[src/rtl/pattern_detector.sv]
// Serial pattern detector: compares a shift history of accepted bits against a
// latched pattern of programmable length, with overlapping or non-overlapping
// detection, a registered match pulse and a saturating match counter.
//
// Handshake: a data bit is accepted on a rising edge only when the detector is
// ACTIVE, i_in_valid=1 and i_cfg_load=0. There is no backpressure. A
// configuration load always takes priority over a data bit on the same edge.
module pattern_detector #(
    parameter int MAX_LEN = 8,
    parameter int CNT_W   = 8,
    parameter int LEN_W   = $clog2(MAX_LEN + 1)
) (
    input  logic               i_clk,
    input  logic               i_rst,
    input  logic               i_in,
    input  logic               i_in_valid,
    input  logic               i_cfg_load,
    input  logic [MAX_LEN-1:0] i_pattern,
    input  logic [LEN_W-1:0]   i_pat_len,
    input  logic               i_overlap,
    output logic               o_out,
    output logic [CNT_W-1:0]   o_match_cnt,
    output logic               o_active,
    output logic               o_cfg_err,
    output logic               o_state
);

    localparam logic [0:0] S_IDLE   = 1'b0;
    localparam logic [0:0] S_ACTIVE = 1'b1;

    logic [0:0]         r_state;
    logic [MAX_LEN-1:0] r_pattern;
    logic [LEN_W-1:0]   r_pat_len;
    logic               r_overlap;
    logic [MAX_LEN-1:0] r_hist;
    logic [LEN_W-1:0]   r_fill;
    logic               r_out;
    logic [CNT_W-1:0]   r_cnt;
    logic               r_cfg_err;

    logic               w_len_ok;
    logic               w_accept;
    logic [MAX_LEN-1:0] w_hist_next;
    logic [LEN_W-1:0]   w_fill_next;
    logic [MAX_LEN-1:0] w_mask;
    logic               w_match;

    // Configuration legality and bit-acceptance qualification.
    always_comb begin
        w_len_ok = (i_pat_len >= LEN_W'(2)) && (i_pat_len <= LEN_W'(MAX_LEN));
        w_accept = (r_state == S_ACTIVE) && i_in_valid && !i_cfg_load;
    end

    // Next history/fill and the match test on the updated history; only the
    // low r_pat_len positions take part in the compare.
    always_comb begin
        w_hist_next = {r_hist[MAX_LEN-2:0], i_in};
        w_fill_next = (r_fill == LEN_W'(MAX_LEN)) ? r_fill : r_fill + LEN_W'(1);
        w_mask      = '0;
        for (int k = 0; k < MAX_LEN; k++) begin
            w_mask[k] = (LEN_W'(k) < r_pat_len);
        end
        w_match = w_accept && (w_fill_next >= r_pat_len) &&
                  (((w_hist_next ^ r_pattern) & w_mask) == '0);
    end

    // Control FSM and latched configuration.
    always_ff @(posedge i_clk or posedge i_rst) begin
        if (i_rst) begin
            r_state   <= S_IDLE;
            r_pattern <= '0;
            r_pat_len <= '0;
            r_overlap <= 1'b0;
            r_cfg_err <= 1'b0;
        end else if (i_cfg_load) begin
            if (w_len_ok) begin
                r_state   <= S_ACTIVE;
                r_pattern <= i_pattern;
                r_pat_len <= i_pat_len;
                r_overlap <= i_overlap;
                r_cfg_err <= 1'b0;
            end else begin
                r_state   <= S_IDLE;
                r_cfg_err <= 1'b1;
            end
        end
    end

    // History, fill counter, match pulse and saturating match counter.
    always_ff @(posedge i_clk or posedge i_rst) begin
        if (i_rst) begin
            r_hist <= '0;
            r_fill <= '0;
            r_out  <= 1'b0;
            r_cnt  <= '0;
        end else if (i_cfg_load) begin
            // Any load starts from a clean slate; a rejected load also leaves
            // the detector idle, so no stale bits can survive into a later one.
            r_hist <= '0;
            r_fill <= '0;
            r_out  <= 1'b0;
            r_cnt  <= '0;
        end else if (w_accept) begin
            r_hist <= w_hist_next;
            r_out  <= w_match;
            // Non-overlapping mode restarts the fill count so none of the
            // matched bits can count toward the next match.
            if (w_match && !r_overlap) begin
                r_fill <= '0;
            end else begin
                r_fill <= w_fill_next;
            end
            if (w_match && (r_cnt != {CNT_W{1'b1}})) begin
                r_cnt <= r_cnt + CNT_W'(1);
            end
        end else begin
            r_out <= 1'b0;
        end
    end

    assign o_out       = r_out;
    assign o_match_cnt = r_cnt;
    assign o_active    = (r_state == S_ACTIVE);
    assign o_cfg_err   = r_cfg_err;
    assign o_state     = r_state;

endmodule

[config.mk]
export PLATFORM = sky130hd
export DESIGN_NAME = pattern_detector
export DESIGN_NICKNAME = d
export VERILOG_FILES = /design/src/rtl/pattern_detector.sv
export SDC_FILE = /design/constraint.sdc
export NUM_CORES = 1
export LEC_CHECK = 0
export ABC_AREA = 1
export CAP_MARGIN = 20
export CORE_AREA = 2 2 75 77
export DETAILED_ROUTE_END_ITERATION = 7
export DIE_AREA = 0 0 77 79
export PLACE_DENSITY_LB_ADDON = 0.2
export SYNTH_ARGS = -nofsm -noshare
export SYNTH_HDL_FRONTEND = slang
export SYNTH_SLANG_ARGS = --single-unit
[constraint.sdc]
create_clock -name i_clk -period 1.9 [get_ports i_clk]
set_input_delay 0.57 -clock i_clk [delete_from_list [all_inputs] [get_ports i_clk]]
set_output_delay 0.57 -clock i_clk [all_outputs]
set_load 0.05 [all_outputs]
==> results.md <==
* Outcome: finished, violations left
* Failing checks: setup timing
* Tcrit/Tclk final at 109%
* Final worst slack at -0.166 ns
* Worst VDD drop at 0.611 mV
* Most common cell in the netlist: nand2_1
* Final Skew at 0.0119 ns
* Leak at 1.46 nW
* Post-Syn Instances at 251
* Hold Fails Final Rpt at 0
* Tmin final at 2.07 ns
* Clock transition at path regs at 0.08 ns
* Ys async rst share at 100%
* Detailed placement HPWL at 3140 um
* Hold Path Class: flip-flop to flip-flop
* Setup CP Type: flip-flop to flip-flop
* Synth unique cells at 31
* Met2 Use GR at 28.0%
* CP max FO at 8
* Skew-Pair Late Insertion Delay at 0.29 ns
* DRC Markers at 0
* Max Buffers Root-to-Sink at 2
* Synth Net Count at 276
* PwrDens at 671 mW/mm^2
* CTS tree: done
* Number of global-route vias before repair at 1803
* Placer Congestion at 0.760
* Core area at 0.00534 mm^2
* Largest net degree at the start of global routing at 36
* Worst Tran Pin Value at 0.320 ns
* Full die area at 0.00608 mm^2
* TritonCTS buffer count at 5
* Multi-input logic area at 0.00109 mm^2
* Boundary Pins at 30
* Top cells by count, synth: nand2_1, dfrtp_1, inv_1, nor2_1, nand3_1
* Hold-fix buffers, CTS at 0
* Pre-antenna DRT Iters at 4
* # rows at 27
* Primary FF master, synth: dfrtp_1
* CP endpoint kind: flip-flop
* Top cells by area, synth: dfrtp_1, nand2_1, inv_1
* Post-DRT Antenna Nets at 0
* Gr ovfl total at 0
* CTS H-tree lvls at 2
* Met1 Resource Use GR at 20.2%
* Worst path required time at 2.09 ns
* Clock Sink Count at 35
* Share of layout cells above drive strength 1 at 29.9%
* Reg area at 876 um^2
* Root Buffer: clkbuf_8
* EDFF count, synth at 0
* Yosys top cell by area: dfrtp_1
* GR peak layer: met2
* Sequential area share after synthesis at 43.3%
* Final setup vio count at 13
* Vias at 1775
* Top cell type's share of synthesized area at 43.3%
* Synth Register Bits at 35
* Fillers at 537
* Arrival time at the worst endpoint at 2.25 ns
* DR vias/cell at 4.72
* Final slew viol count at 0
* Mean Syn Cell Area at 8.06 um^2
* DIE HEIGHT at 79 um
* NumNets Final at 328
* P&R area growth vs syn at 41.4%
* DRT iter0 DRCs at 89
* Unrepaired setup endpoints after global routing: yes
* Placed insts at 365
* Achievable Freq at 484 MHz
* Grt met3 use at 3.18%
* Global-route wire length before repair at 7900 um
* Total GRT Usage at 16.5%
* Die width at 77 um
* Worst relative slew slack at 78.7%
* Antenna fix cells at 0
* Total of max-cap violations at 0
* YS warnings at 0
* Starting density of the core at 37.9%
* Post-Syn Area at 0.00202 mm^2
* Non-Filler Instances at 376
* Final WL at 4510 um
* Initial antenna violation count at 0
* Final hold slack at 0.513 ns
* Crit start category: flip-flop
* WL/cell at 12.0 um
* PortBufs at 29
## state kept, by name, summed over array words and instances, names as in the netlist
| register | count |
|---|---|
| o_cfg_err | 1 |
| r_hist | 7 |
| r_pat_len | 4 |
| o_active | 1 |
| r_pattern | 8 |
| o_match_cnt | 8 |
| r_overlap | 1 |
| o_out | 1 |
| r_fill | 4 |
## stage by stage
stage	setup WS, ns	total power (W)	area, um^2	utilization, %	TNS [ns]
finish	-0.166	0.00192	2860	53.6	-1.61
global placement	-0.224	0.00121	2590	48.5	-3.57
floorplan	-0.0387	0.00108	2030	-	-0.359
detailed placement	-0.230	0.00121	2590	48.5	-3.70
global route	-0.311	0.00202	2860	53.6	-3.53
CTS	-0.160	0.00192	2770	51.8	-1.66
## worst max-delay path, cell delays in order (launching register included)
cell and delay [ns]:
dfrtp_1 0.40, inv_2 0.07, ha_4 0.13, nand2_4 0.05
nor2_4 0.11, xor2_2 0.08, ha_1 0.28, inv_1 0.03
nand2_1 0.04, nand2_1 0.04, nand2_1 0.06, nand2_2 0.06
a21oi_2 0.18, nand4_4 0.21, nand3_2 0.15, nand2_2 0.05
## routing by layer
layer	up-vias	part of all wire, %
met5	-	0
met4	0	2.3
met3	8	3.7
met2	40	48
met1	824	46
li1	903	-
## power by group
part / internal (W) / switching [W] / total, W / leakage, nW
combinational: 0.000159 / 0.000226 / 0.000385 / 0.949
clock: 0.000425 / 0.000275 / 0.000699 / 0.0612
sequential: 0.000795 / 0.0000392 / 0.000834 / 0.448
## cell families (layout without fill, tap and decap cells)
kind of cell,Yosys count,in the layout,share of synthesized area [%]
AND/OR/NAND/NOR,131,132,30.0
buffers and inverters,45,97,9.34
flip-flops,35,35,43.3
AO/OA/AOI/OAI,26,26,9.96
adder cells (fa/ha/maj),7,7,4.33
XOR/XNOR,7,7,3.03
## cells in the final DEF (no fill, tap or decap), types with 2 or more instances in the layout
cell / netlist / routed
nand2_1: 73 / 64
dfrtp_1: 35 / 35
inv_1: 35 / 33
nor2_1: 22 / 21
buf_4: 1 / 21
clkdlybuf4s50_1: 0 / 17
nand2_2: 3 / 11
nand3_2: 1 / 9
nand4_1: 9 / 9
a21oi_2: 8 / 9
buf_12: 0 / 9
nand3_1: 17 / 8
inv_2: 4 / 6
o22ai_1: 6 / 6
clkbuf_8: 0 / 6
xor2_1: 6 / 5
ha_1: 7 / 5
o21ai_1: 4 / 4
nor2_4: 1 / 3
a21oi_1: 3 / 2
nand2_4: 1 / 2
o21a_1: 2 / 2
buf_6: 2 / 2
## layout make-up
type | instances | area share, %
tap | 72 | 3.15
clock inverter | 2 | 1.23
inverter | 40 | 5.25
clock buffer | 6 | 2.89
multi-input combinational | 172 | 38.3
sequential | 35 | 30.6
timing repair buffer | 49 | 18.6
## repair_timing
action / CTS / global route
buffers inserted: 0 / 2
setup endpoints to repair: 13 / 13
gates resized for setup: 12 / 20
pin swaps: 10 / 11
cloned: 1 / 0
## worst paths after layout
| path | start | end | slack [ns] | depth (start not counted) |
|---|---|---|---|---|
| max reg2reg | r_fill[0] | o_match_cnt[1] | -0.17 | 15 |
| min | o_cfg_err | o_cfg_err | 0.51 | 1 |
| max | r_fill[0] | o_match_cnt[1] | -0.17 | 15 |
| min in group asynchronous | i_rst | o_match_cnt[2] | 0.63 | 3 |
| min reg2reg | o_cfg_err | o_cfg_err | 0.51 | 1 |
| max in group asynchronous | i_rst | r_hist[5] | 1.09 | 3 |
No activity file was read; power rests on OpenSTA's default activity.
